--- config.mk ---
export PLATFORM = sky130hd
export DESIGN_NAME = ramp_ref_gen_mc
export DESIGN_NICKNAME = d
export VERILOG_FILES = /design/src/rtl/ramp_ref_gen_mc.sv
export SDC_FILE = /design/constraint.sdc
export NUM_CORES = 1
export LEC_CHECK = 0
export CAP_MARGIN = 10
export CORE_AREA = 3 3 125 127
export DETAILED_ROUTE_END_ITERATION = 6
export DIE_AREA = 0 0 128 130
export HOLD_SLACK_MARGIN = 0.12
export PLACE_DENSITY_LB_ADDON = 0.25
export SKIP_LAST_GASP = 1
export SLEW_MARGIN = 20
export SYNTH_ARGS = -nofsm -noshare
export SYNTH_HDL_FRONTEND = slang
export SYNTH_SLANG_ARGS = --single-unit
--- constraint.sdc ---
create_clock -name clk -period 10.87 [get_ports clk]
set_input_delay 2.174 -clock clk [delete_from_list [all_inputs] [get_ports clk]]
set_output_delay 2.174 -clock clk [all_outputs]
set_load 0.03 [all_outputs]
--- src/rtl/ramp_ref_gen_mc.sv ---
// Multi-mode ramp reference source with overclocked update rate.
// Emits NUM_CH lagged copies of the ramp for filter input/expected comparison.
module ramp_ref_gen_mc #(
    parameter int DATA_W    = 16,
    parameter int STEP_W    = 16,
    parameter int NUM_CH    = 2,
    parameter int OVERCLOCK = 5
) (
    input  logic                     clk,
    input  logic                     reset,
    input  logic                     clk_enable,
    input  logic [1:0]               mode,
    input  logic                     load,
    input  logic [DATA_W-1:0]        start_val,
    input  logic [STEP_W-1:0]        step,
    input  logic [DATA_W-1:0]        lim_lo,
    input  logic [DATA_W-1:0]        lim_hi,
    output logic [NUM_CH*DATA_W-1:0] out_data,
    output logic                     out_valid,
    output logic                     busy_dir
);

    // Two guard bits keep acc +/- step exact for any input combination.
    localparam int XW  = ((DATA_W > STEP_W) ? DATA_W : STEP_W) + 2;
    localparam int OCW = (OVERCLOCK > 1) ? $clog2(OVERCLOCK + 1) : 1;

    localparam logic [1:0] MODE_HOLD = 2'd0;
    localparam logic [1:0] MODE_SAW  = 2'd1;
    localparam logic [1:0] MODE_TRI  = 2'd2;
    localparam logic [1:0] MODE_SAT  = 2'd3;

    localparam logic DIR_UP   = 1'b0;
    localparam logic DIR_DOWN = 1'b1;

    logic [OCW-1:0]           oc_cnt;
    logic [OCW-1:0]           oc_nxt;
    logic                     tick;
    logic signed [DATA_W-1:0] acc;
    logic signed [DATA_W-1:0] acc_nxt;
    logic                     dir;
    logic                     dir_nxt;
    logic                     valid_q;
    logic [DATA_W-1:0]        hist [NUM_CH];

    logic signed [XW-1:0] acc_x;
    logic signed [XW-1:0] step_x;
    logic signed [XW-1:0] lo_x;
    logic signed [XW-1:0] hi_x;
    logic signed [XW-1:0] sum_x;
    logic signed [XW-1:0] dif_x;
    logic                 cfg_ok;

    assign tick   = clk_enable && (oc_cnt == OCW'(1));
    assign oc_nxt = (oc_cnt == OCW'(OVERCLOCK)) ? OCW'(1)
                                                 : oc_cnt + OCW'(1);

    always_comb begin
        acc_x   = XW'(acc);
        step_x  = XW'(step);
        lo_x    = XW'($signed(lim_lo));
        hi_x    = XW'($signed(lim_hi));
        sum_x   = acc_x + step_x;
        dif_x   = acc_x - step_x;
        cfg_ok  = (step != '0) && (lo_x <= hi_x);
        acc_nxt = acc;
        dir_nxt = dir;
        // Zero step or inverted limits freeze both value and direction.
        if (cfg_ok) begin
            unique case (mode)
                MODE_HOLD: begin
                    acc_nxt = acc;
                end
                MODE_SAW: begin
                    if (sum_x > hi_x)
                        acc_nxt = DATA_W'(lo_x);
                    else
                        acc_nxt = DATA_W'(sum_x);
                end
                MODE_TRI: begin
                    if (dir == DIR_UP) begin
                        if (sum_x > hi_x) begin
                            acc_nxt = DATA_W'(hi_x);
                            dir_nxt = DIR_DOWN;
                        end else begin
                            acc_nxt = DATA_W'(sum_x);
                        end
                    end else begin
                        if (dif_x < lo_x) begin
                            acc_nxt = DATA_W'(lo_x);
                            dir_nxt = DIR_UP;
                        end else begin
                            acc_nxt = DATA_W'(dif_x);
                        end
                    end
                end
                MODE_SAT: begin
                    if (sum_x > hi_x)
                        acc_nxt = DATA_W'(hi_x);
                    else
                        acc_nxt = DATA_W'(sum_x);
                end
                default: acc_nxt = acc;
            endcase
        end
    end

    always_ff @(posedge clk) begin
        if (reset) begin
            oc_cnt  <= OCW'(1);
            acc     <= '0;
            dir     <= DIR_UP;
            valid_q <= 1'b0;
            for (int k = 0; k < NUM_CH; k++)
                hist[k] <= '0;
        end else if (load) begin
            oc_cnt  <= OCW'(1);
            acc     <= $signed(start_val);
            dir     <= DIR_UP;
            valid_q <= 1'b0;
        end else begin
            valid_q <= tick;
            if (clk_enable)
                oc_cnt <= oc_nxt;
            if (tick) begin
                hist[0] <= acc;
                for (int k = NUM_CH - 1; k > 0; k--)
                    hist[k] <= hist[k-1];
                acc <= acc_nxt;
                dir <= dir_nxt;
            end
        end
    end

    for (genvar g = 0; g < NUM_CH; g++) begin : g_out
        assign out_data[g*DATA_W +: DATA_W] = hist[g];
    end

    assign out_valid = valid_q;
    assign busy_dir  = dir;

endmodule
==> Word level (Yosys, flattened, before mapping) <==
Memories as Yosys holds them, arrays and structs flattened.
Index checks and enable logic that the tools add are counted.
{ "op_classes": {"addsub": 3, "magnitude_cmp": 3, "reduce_logical": 9, "n_eq_ne": 6, "bitwise": 2, "muxes": 20} }
{ "op_table": {"columns": ["cell", "n"], "rows": [
  ["16-bit 2-to-1 mux", 9],
  ["16-bit one-hot mux with 3 select lines", 1],
  ["16-bit by 17-bit adder with 18-bit output", 1],
  ["18-bit by 16-bit greater-than comparator with 1-bit output", 1],
  ["18-bit by 16-bit < comparator with 1-bit output", 1],
  ["16-bit by 17-bit subtractor with 18-bit output", 1],
  ["16-bit less-or-equal comparator", 1],
  ["16-bit nonzero test", 1],
  ["1-bit 2-to-1 mux", 9],
  ["3-bit AND reduction", 2],
  ["2-bit == test (second input constant)", 2],
  ["2-bit nonzero test", 2],
  ["3-bit by 1-bit adder with 3-bit output (second input constant)", 1],
  ["3-bit by 1-bit == test with 1-bit output (second input constant)", 1],
  ["3-bit == test (second input constant)", 1],
  ["3-bit 2-to-1 mux", 1],
  ["2-bit by 1-bit == test with 1-bit output (second input constant)", 1],
  ["1-bit logical AND", 2],
  ["2-bit zero test", 1],
  ["2-bit != test (second input constant)", 1],
  ["1-bit bitwise OR", 2],
  ["2-bit OR reduction", 1]
]} }
{ "word_totals": {"mem_count": 1, "ramBits": 32, "regBits": 21, "input_bits": 70, "word_cells": 48, "out_inout_bits": 34} }
{ "mem_list": {"columns": ["memory", "depth", "word_bits", "rd", "rd_ports_with_merged_regs", "wr", "line", "rtl"], "rows": [
  ["hist", 2, 16, 2, 0, 2, "43", "logic [DATA_W-1:0] hist [NUM_CH];"]
]} }

==> Logic depth before layout (Yosys ltp) <==
Gate-level depths: netlist (run 1).
{ "depth": {"word_depth": 8, "mapped_depth": 22, "mapped_depth_nobuf": 20} }

==> Least setup slack after synthesis (run 1) <==
Ideal clock, no wire load.
{ "synth_path": {"path_type": "input to register", "start": "input port step[4]", "end": "register acc[9]", "required_ns": 10.767, "n_path_buf": 2, "setup_ns": 0.103, "stages": 21, "arrival_ns": 5.986, "path_slack_ns": 4.780, "cell_sequence": "inv_1 ha_1 buf_4 nor2_1 a2111oi_4 a2111o_1 nand3_1 a221oi_2 o21ai_1 a21oi_1 xnor2_1 ha_1 and4_1 nand4_1 o41a_1 inv_2 nor2_1 buf_6 a21oi_2 o221ai_1 a2111oi_2"} }
{ "synth_via": {"elab_chain_len": 8, "word_cells_on_any_way": 16, "cone_classes": "add/sub: 2; order compare: 2; mux: 8; reduce/logical: 4"} }
{ "synth_lines": {"columns": ["element", "line", "rtl"], "rows": [
  ["start: declaration", "15", "input logic [STEP_W-1:0] step,"],
  ["16-bit by 17-bit adder with 18-bit output / 16-bit by 17-bit subtractor with 18-bit output (equally long branches)", "62, 63", null],
  ["18-bit by 16-bit greater-than comparator with 1-bit output / 18-bit by 16-bit < comparator with 1-bit output (equally long branches)", null, null],
  ["16-bit 2-to-1 mux (on tied branches)", "81, 97, 88", null],
  ["16-bit 2-to-1 mux", "80", "if (dir == DIR_UP) begin"],
  ["16-bit one-hot mux with 3 select lines", "69", "unique case (mode)"],
  ["16-bit 2-to-1 mux", "68", "if (cfg_ok) begin"],
  ["16-bit 2-to-1 mux", "124", "if (tick) begin"],
  ["16-bit 2-to-1 mux", "115", "end else if (load) begin"],
  ["end signal: assignment", "117", "acc <= $signed(start_val);"],
  ["end signal: assignment", "128", "acc <= acc_nxt;"],
  ["end: declaration", "38", "logic signed [DATA_W-1:0] acc;"]
]} }
Parallel ways exist; a longest one is shown, timed or not. The select of a mux whose other input is x is not followed.
A chain may end at the register's enable or synchronous reset.

==> Worst setup path after layout (run 1) <==
{ "layout_path": {"start": "input port step[5]", "end": "register acc[11]"} }
The elaborated chain is that of the path after synthesis.

==> summary by stage, run 1 <==
Run status
The flow ran to the end, and the final reports show no timing, DRC or antenna violations.

Power
In this run switching power makes up 41.84% of total power. VDD sags by at most 0.07061 mV. Summed over all cells, the static leakage comes to 0.003160 uW.

Dividing total power by cell area gives a power density of between 100 and 150 mW/mm2. The power share of the combinational group is 52.8%. The sequential share of power is 28.1%. For this design the total switching power over the nets is around 360 uW. The internal power is 496.3 uW.

The final total power is around 850 uW. The power share of the clock group is 19.1%.

Global routing
The global-route usage over all layers is 23.51%. The via count of the first global-routing pass is 5544. The maximum number of pins on one net before global-route repair is 36.

The initial antenna violation count is 0. The global-route wire length before repair is 30.36 mm. The total grt overflow is 0.

Logic synthesis
During synthesis, Yosys emitted a total of 0 warnings. A synthesized cell averages about 8.3 um2. The count of state elements after synthesis is between 50 and 60. The post-synthesis instance area is between 0.005 and 0.006 mm2.

The most used flip-flop cell after synthesis is sky130_fd_sc_hd__edfxtp_1. The number of nets handed over by synthesis was 862. Synthesis handed over a netlist of 706 instances. The sequential share of the synthesized area is between 20% and 30%. The count of flip-flops with a built-in enable after synthesis is 32. The fraction of synthesis flops using an asynchronous set or reset pin is 0%. The distinct cell type count after synthesis is 70.

STA
The hold slack is 0.5148 ns. The number of slew-limit violations in the final report is 0. Timing would allow up to 131.5 MHz.

On the final layout, the worst clock skew is 0.01324 ns. The number of failing setup endpoints in the final timing report is 0. The total count of hold-check failures in the final report is 0. The transition time at the pin with the least slew margin is 0.9080 ns. Measured against its own limit, the worst slew margin works out to between 30% and 40%. The minimum clock period is about 7.6 ns.

The final critical path takes up a little over two thirds of the cycle. The accumulated negative setup slack is 0 ns. Setup repair after global routing left no endpoint under its margin.

Clocking
For the worst-skew pair, the clock arrives at the later sink with an insertion delay of 0.30 ns. The post-CTS setup-driven buffer insertion count is 0. The H-tree was split into 2 levels. The number of buffers between clock root and the deepest sink is 2. CTS saw 53 sinks. The clock buffer count from CTS is 5. The post-CTS resize count is 0.

The cell sitting at the root of the clock tree is a sky130_fd_sc_hd__clkbuf_16. The clock tree from TritonCTS is built. Clock-pin slew was measured on the worst setup and hold paths at 0.08 ns. The hold buffer count at CTS is 0.

Setup path
The critical path's largest stage delay is about 0.76 ns. The critical path contains buffers and inverters numbering 2 combined. Of all nets on the critical path, the largest fanout is 12.

The worst setup path is launched from an input port. The critical path goes through clkdlybuf4s50_1, inv_1, ha_1, nor2_1, a2111oi_4, a2111o_1, nand3_1, a221oi_2, o21ai_1, a21oi_1, xnor2_1, ha_1, and4_1, nand4_1, o21ai_1, nand3_1, o22ai_1, o21ai_1, o31a_1. By instance count, the cell type seen most on the critical path is sky130_fd_sc_hd__o21ai_1. The critical path startpoint is step[5]. The arrival time reported for the critical path endpoint is 7.80 ns.

The worst path required time is 11.07 ns. The family with the most delay on the worst path is compound AO/OA/AOI/OAI gates. The cell with the largest stage delay on the worst path is sky130_fd_sc_hd__o21ai_1.

The worst register-to-register path begins at acc[5]$_SDFFE_PP0P_. The kind of end point of the critical path is a flip-flop. The category of the most critical setup path is input port to flip-flop.

Route
The average via count per standard cell is between 5 and 6. The vias after detailed routing is 5774. For this run, design rule violations remaining after detail routing come to 0. The detail route stage leaves a number of antenna-violating nets equal to 0. The first TritonRoute pass finished after 5 iterations. The average detailed-routed wire length per instance is 20.22 um.

The first-iteration detailed-routing DRC count is 444. The total routed wirelength is 19.72 mm.

Final layout
The number of non-filler instances in the completed layout is 975. For this run, the post-layout net count is ~950. The top cell types in the final layout, fill and taps aside, are sky130_fd_sc_hd__clkdlybuf4s50_1, sky130_fd_sc_hd__ha_1, sky130_fd_sc_hd__inv_1, sky130_fd_sc_hd__a21oi_1, sky130_fd_sc_hd__nor2_1. The layout overhead on the synthesized area is 22.17%. Of the cells placed in the final design, the portion with a size suffix greater than 1 is 4.298%. The number of diodes added for antenna fixing is 0. The finished cells cover 0.007151 mm2. Leaving out fill and tap cells, the most frequent cell in the layout is sky130_fd_sc_hd__clkdlybuf4s50_1.

Place
The post-place instance area is 0.007007 mm2. Input and output buffers added on the ports amount to 103. In this run, placement finished with an instance count of 967. Routability-driven placement finished with a final weighted congestion of 0.9250. The total half-perimeter wirelength after legalization and detailed placement is 16.10 mm.

Hold path
The worst hold path belongs to the class flip-flop to flip-flop. The startpoint identified for the worst hold timing path is oc_cnt[0]$_SDFFE_PP1P_.

Floorplan
After floorplanning, the core was divided into 44 placement rows. Pin placement for this block handled about 100 I/O pins. The core region is approximately 0.015 mm2. The initial core utilization is 40.27%. The floorplan step set the die height to ~130 um.

The die covers 0.01664 mm2. The die width is 128 um.

Flow run
The total of max-cap violations is 0.
==> final cells by class <==
type / instances / area [um2]
inverters: 77 / 289.0
multi-input cells: 543 / 4023
repair buffers: 110 / 1084
well taps: 184 / 230.2
fillers: 1429 / 7383
clock buffers: 6 / 128.9
flip-flops and latches: 53 / 1381
clock inverters: 2 / 15.01
==> routing by layer <==
metal  GRT usage, %  vias to the layer above  part of all wire (%)
met5              0                        -                     0
met1          32.33                     2693                    45
met2          38.23                      266                    44
met3          3.029                       38                   7.4
li1               -                     2777                     -
met4          8.052                        0                   3.3
==> metrics by stage <==
| stage | utilization [%] | setup slack [ns] |
|---|---|---|
| after floorplan | - | 4.780 |
| after global placement | 48.21 | 2.998 |
| after detailed placement | 48.21 | 2.984 |
| after CTS | 49.20 | 3.290 |
| after global routing | 49.20 | 2.808 |
| final | 49.20 | 3.263 |
==> flip-flops by register name, summed over array words and instances (netlist names) <==
register   flops
out_valid      1
hist          32
oc_cnt         3
acc           16
busy_dir       1
==> Yosys cell counts (3+ instances only) <==
cell | instances | share of area, %
sky130_fd_sc_hd__buf_2 | 9 | 0.77
sky130_fd_sc_hd__nor4_1 | 8 | 0.86
sky130_fd_sc_hd__nor2b_1 | 11 | 1.2
sky130_fd_sc_hd__nand2_1 | 33 | 2.1
sky130_fd_sc_hd__xor2_1 | 4 | 0.60
sky130_fd_sc_hd__nand3_1 | 16 | 1.4
sky130_fd_sc_hd__o21a_1 | 11 | 1.4
sky130_fd_sc_hd__and2_1 | 4 | 0.43
sky130_fd_sc_hd__a2111oi_2 | 3 | 0.77
sky130_fd_sc_hd__inv_1 | 76 | 4.9
sky130_fd_sc_hd__a31oi_1 | 11 | 1.2
sky130_fd_sc_hd__or3_1 | 4 | 0.43
sky130_fd_sc_hd__a221oi_2 | 4 | 1.0
sky130_fd_sc_hd__o31ai_1 | 7 | 0.90
sky130_fd_sc_hd__nor2_1 | 45 | 2.9
sky130_fd_sc_hd__o22a_1 | 6 | 0.90
sky130_fd_sc_hd__a21oi_1 | 61 | 5.2
sky130_fd_sc_hd__nor3_1 | 25 | 2.1
sky130_fd_sc_hd__clkbuf_1 | 19 | 1.2
sky130_fd_sc_hd__and4_1 | 3 | 0.45
sky130_fd_sc_hd__nand2b_1 | 11 | 1.2
sky130_fd_sc_hd__o22ai_1 | 14 | 1.5
sky130_fd_sc_hd__a211oi_1 | 9 | 1.2
sky130_fd_sc_hd__o221ai_1 | 3 | 0.45
sky130_fd_sc_hd__xnor2_1 | 22 | 3.3
sky130_fd_sc_hd__o31a_1 | 5 | 0.75
sky130_fd_sc_hd__nor3b_1 | 6 | 0.77
sky130_fd_sc_hd__o21ai_0 | 21 | 1.8
sky130_fd_sc_hd__mux2i_1 | 12 | 2.1
sky130_fd_sc_hd__o2111ai_1 | 4 | 0.60
sky130_fd_sc_hd__dfxtp_1 | 21 | 7.2
sky130_fd_sc_hd__and3_1 | 33 | 3.5
sky130_fd_sc_hd__o21ai_1 | 4 | 0.34
sky130_fd_sc_hd__a221oi_1 | 3 | 0.45
sky130_fd_sc_hd__o211ai_1 | 6 | 0.77
sky130_fd_sc_hd__edfxtp_1 | 32 | 16
sky130_fd_sc_hd__buf_6 | 3 | 0.58
sky130_fd_sc_hd__a21o_1 | 7 | 0.90
sky130_fd_sc_hd__ha_1 | 84 | 18
sky130_fd_sc_hd__nand4_1 | 10 | 1.1
==> final timing paths <==
check        slack, ns                     end  cells after the start
max               3.26    acc[11]$_SDFFE_PP0P_                     19
min               0.51  oc_cnt[0]$_SDFFE_PP1P_                      2
max reg2reg       5.36    acc[11]$_SDFFE_PP0P_                     17
min reg2reg       0.51  oc_cnt[0]$_SDFFE_PP1P_                      2
==> worst register-to-register path, cell delays in order (launching register included) <==
cell	delay, ns
sky130_fd_sc_hd__dfxtp_1	0.37
sky130_fd_sc_hd__ha_1	0.50
sky130_fd_sc_hd__nor2_1	0.15
sky130_fd_sc_hd__a2111oi_4	0.47
sky130_fd_sc_hd__a2111o_1	0.25
sky130_fd_sc_hd__nand3_1	0.10
sky130_fd_sc_hd__a221oi_2	0.45
sky130_fd_sc_hd__o21ai_1	0.11
sky130_fd_sc_hd__a21oi_1	0.23
sky130_fd_sc_hd__xnor2_1	0.11
sky130_fd_sc_hd__ha_1	0.32
sky130_fd_sc_hd__and4_1	0.27
sky130_fd_sc_hd__nand4_1	0.17
sky130_fd_sc_hd__o21ai_1	0.76
sky130_fd_sc_hd__nand3_1	0.52
sky130_fd_sc_hd__o22ai_1	0.24
sky130_fd_sc_hd__o21ai_1	0.09
sky130_fd_sc_hd__o31a_1	0.29
==> power by group through the flow <==
stage	clock network [uW]	registers, uW	logic [uW]
2_1_floorplan	0	255	294
3_3_place_gp	0	244	437
3_5_place_dp	0	244	441
4_1_cts	166	239	445
5_1_grt	173	242	491
6_report	163	240	450
==> cell families after synthesis <==
| group | Yosys count | synth area share (%) |
|---|---|---|
| simple gates | 218 | 19.92 |
| compound gates | 200 | 23.94 |
| buf+inv | 110 | 7.759 |
| fa+ha+maj | 86 | 18.64 |
| flops | 53 | 23.60 |
| xor+xnor | 26 | 3.890 |
| mux | 13 | 2.245 |
Note: power is estimated with default switching activity, not from simulation.
==> inputs of run 2 (changes only) <==
- clock period: 10.87 -> 6.4 ns (I/O delays scaled with it)
==> run 2 against run 1 <==
  * Die area unchanged
  * Critical path type unchanged
  * Global-route usage about the same
  * Highest routed layer unchanged
  * Combinational power increased by 81%
  * Non-clock buffer count increased by 16
  * Via count increased by 0.21%
  * Largest power group unchanged
  * Sequential share of layout area decreased by 0.39 points
==> summary by stage, run 2 (synthesized netlist as in run 1, its figures left out) <==
Run status
The flow ran to the end, and the final reports show no timing, DRC or antenna violations.

STA
For this run, the top clock speed supported by timing is 166.4 MHz. The number of slew-limit violations in the final report is 0. The final worst-path cycle share is approximately 94%. The worst slew slack as a fraction of its limit is 52.28%. The minimum clock period is between 6 and 7 ns.

Across the routed clock network, the largest skew measured is between 0.002 and 0.0025 ns. The total count of hold-check failures in the final report is 0. At the pin with the least slew margin, the transition time is roughly 0.71 ns. Setup repair after global routing left no endpoint under its margin. Adding up every negative setup slack in the final design gives 0 ns.

The number of failing setup endpoints in the final timing report is 0.

Setup path
Across all register-to-register paths, the minimum setup slack is 1.53 ns. Along the worst path, the maximum fanout reaches 20. STA puts the critical path data required time at 6.59 ns. The kind of end point of the critical path is a flip-flop. The end of the worst register-to-register path is acc[9]$_SDFFE_PP0P_. The startpoint identified for the worst register-to-register timing path is acc[1]$_SDFFE_PP0P_.

The critical path startpoint category is an input port. The depth of the most critical reg-to-reg path is 20. The arrival time reported for the critical path endpoint is 6.20 ns.

The worst setup path is of the input port to flip-flop kind.

Global routing
The global-route wire length before repair is 30.71 mm. Entering global routing, the biggest net connects 36 pins. The initial antenna violation count is 0. The total grt overflow is 0. The global-route usage over all layers is 23.53%. The via count of the first global-routing pass is 5805.

Clocking
The number of buffers between clock root and the deepest sink is 2. The CTS root buffer is sky130_fd_sc_hd__clkbuf_16. Buffers inserted during clock tree synthesis total 5.

Clock latency on the worst-skew pair, taken at its later pin, is roughly 0.29 ns. The number of hold buffers added after CTS was 0. The clock tree from TritonCTS is built. The depth of the CTS H-tree is 2.

Post-CTS repair changed the size of 0 cells. The clock transition at the registers of the reported paths is 0.07 ns. The post-CTS setup-driven buffer insertion count is 0. The clock sink count is between 50 and 60.

Power
The sequential share of power is 27.2%. The internal power is 876.4 uW. IR analysis of the VDD net gives a maximum drop of between 0.1 and 0.15 mV. Net switching is 41.25% of the power. The net switching component of the power is 615.3 uW. The clock network burns between 10% and 20% of the power. The leakage power total is around 0.0032 uW. Per report_power, the combinational group accounts for 54.5% of the total.

The power density normalized to cell area is roughly 200 mW/mm2.

Final layout
The largest registers in the layout are hist (32), acc (16), oc_cnt (3). The most common library cell in the layout ignoring fill and taps is sky130_fd_sc_hd__clkdlybuf4s50_1. The flip-flop count of the largest register, all copies and words added is 32. The number of antenna diodes in the final layout is 0.

In the layout the commonest cells are sky130_fd_sc_hd__clkdlybuf4s50_1, sky130_fd_sc_hd__ha_1, sky130_fd_sc_hd__inv_1, sky130_fd_sc_hd__a21oi_1, sky130_fd_sc_hd__nor2_1. The fraction of layout cells with a size suffix above 1 is 6.320%. The register with the most flip-flops in the final layout is hist. The post-layout net count is 962. Compared with the post-synthesis result, the final layout area differs by 24.67%. The number of non-filler instances in the completed layout is about 1000.

Floorplan
From bottom edge to top edge, the die measures 130 um. The die footprint is 0.01664 mm2. The die is 128 um wide.

The initialized floorplan defines 44 standard-cell rows. The I/O pin count is between 100 and 150. The initial core utilization is 40.27%. The standard cell core area is 0.01453 mm2.

Route
The total routed wirelength is 19.74 mm. The final route contains 5786 vias. The first-iteration detailed-routing DRC count is 422.

In the final routed layout, each cell accounts on average for 19.92 um. The average via count per standard cell is 5.839. The number of remaining DRC errors is 0. The count of antenna-violating nets left after detailed routing is 0.

The first detailed-routing pass took 5 iterations.

Place
Summed over all nets, the half-perimeter wirelength after detailed placement is 16.19 mm. At the end of routability-driven placement, the weighted congestion stood at 0.9378. The number of buffers added on ports is 103.

Including well taps, the total number of placed cells is 983.

Hold path
The worst hold path startpoint is oc_cnt[0]$_SDFFE_PP1P_. For hold timing, the worst endpoint is oc_cnt[0]$_SDFFE_PP1P_. In this run the worst hold path is classified as flip-flop to flip-flop. The worst hold path depth is 2.

Flow run
Max-cap violations in this run came to 0.
run 2: cell count changes in the layout (fill, tap and decap cells not counted), sizes merged:
cell | before | now
buf | 7 | 23
run 2: how the worst max path moves through the flow:
stage	from	endpoint	slack [ns]	depth (start not counted)
2_1_floorplan	step[4]	acc[9]$_SDFFE_PP0P_	1.20	21
3_3_place_gp	step[1]	acc[9]$_SDFFE_PP0P_	0.26	21
3_5_place_dp	step[1]	acc[9]$_SDFFE_PP0P_	0.09	21
4_1_cts	step[1]	acc[9]$_SDFFE_PP0P_	0.38	21
5_1_grt	step[1]	acc[12]$_SDFFE_PP0P_	0.08	18
6_report	step[5]	acc[9]$_SDFFE_PP0P_	0.39	21
run 2: power by group through the flow:
| stage | sequential [uW] | combinational, uW | clock (uW) |
|---|---|---|---|
| after detailed placement | 413 | 798 | 0 |
| after floorplan | 433 | 499 | 0 |
| after global routing | 409 | 885 | 286 |
| after CTS | 405 | 804 | 274 |
| after global placement | 412 | 788 | 0 |
| final | 406 | 813 | 273 |
run 2: metrics by stage:
stage               power (uW)  hold slack (ns)  instance area (um2)  util, %  worst slack, ns
finish                    1492           0.5116                 7297    50.21           0.3908
detailed placement        1211           0.5046                 7153    49.22          0.09385
floorplan                932.2           0.4818                 5853        -            1.204
global route              1580           0.5909                 7297    50.21          0.08052
CTS                       1484           0.5144                 7297    50.21           0.3835
global placement          1200           0.4940                 7152    49.21           0.2567
run 2: worst max-delay path, stage by stage:
cell                              delay [ns]
sky130_fd_sc_hd__clkdlybuf4s50_1        0.52
sky130_fd_sc_hd__inv_1                  0.06
sky130_fd_sc_hd__ha_1                   0.36
sky130_fd_sc_hd__nor2_1                 0.12
sky130_fd_sc_hd__a2111oi_4              0.37
sky130_fd_sc_hd__a2111o_1               0.25
sky130_fd_sc_hd__nand3_1                0.11
sky130_fd_sc_hd__a221oi_2               0.41
sky130_fd_sc_hd__o21ai_1                0.10
sky130_fd_sc_hd__a21oi_1                0.21
sky130_fd_sc_hd__xnor2_1                0.12
sky130_fd_sc_hd__ha_1                   0.32
sky130_fd_sc_hd__and4_1                 0.24
sky130_fd_sc_hd__nand4_1                0.16
sky130_fd_sc_hd__o41a_1                 0.57
sky130_fd_sc_hd__inv_2                  0.14
sky130_fd_sc_hd__nor2_1                 0.08
sky130_fd_sc_hd__buf_12                 0.16
sky130_fd_sc_hd__a21oi_2                0.13
sky130_fd_sc_hd__o221ai_1               0.17
sky130_fd_sc_hd__a2111oi_2              0.32
run 2: final cells by class:
class / instances / area [um2]
inverters: 77 / 289.0
well taps: 184 / 230.2
multi-input cells: 543 / 4024
flip-flops and latches: 53 / 1381
repair buffers: 126 / 1229
fillers: 1441 / 7237
clock buffers: 6 / 128.9
clock inverters: 2 / 15.01
run 2: metal layers:
metal | vias to the layer above | part of all wire [%] | track usage, %
met1 | 2743 | 46 | 31.92
met2 | 210 | 45 | 39.37
li1 | 2804 | - | -
met5 | - | 0 | 0
met4 | 0 | 3.1 | 7.990
met3 | 29 | 5.9 | 2.292
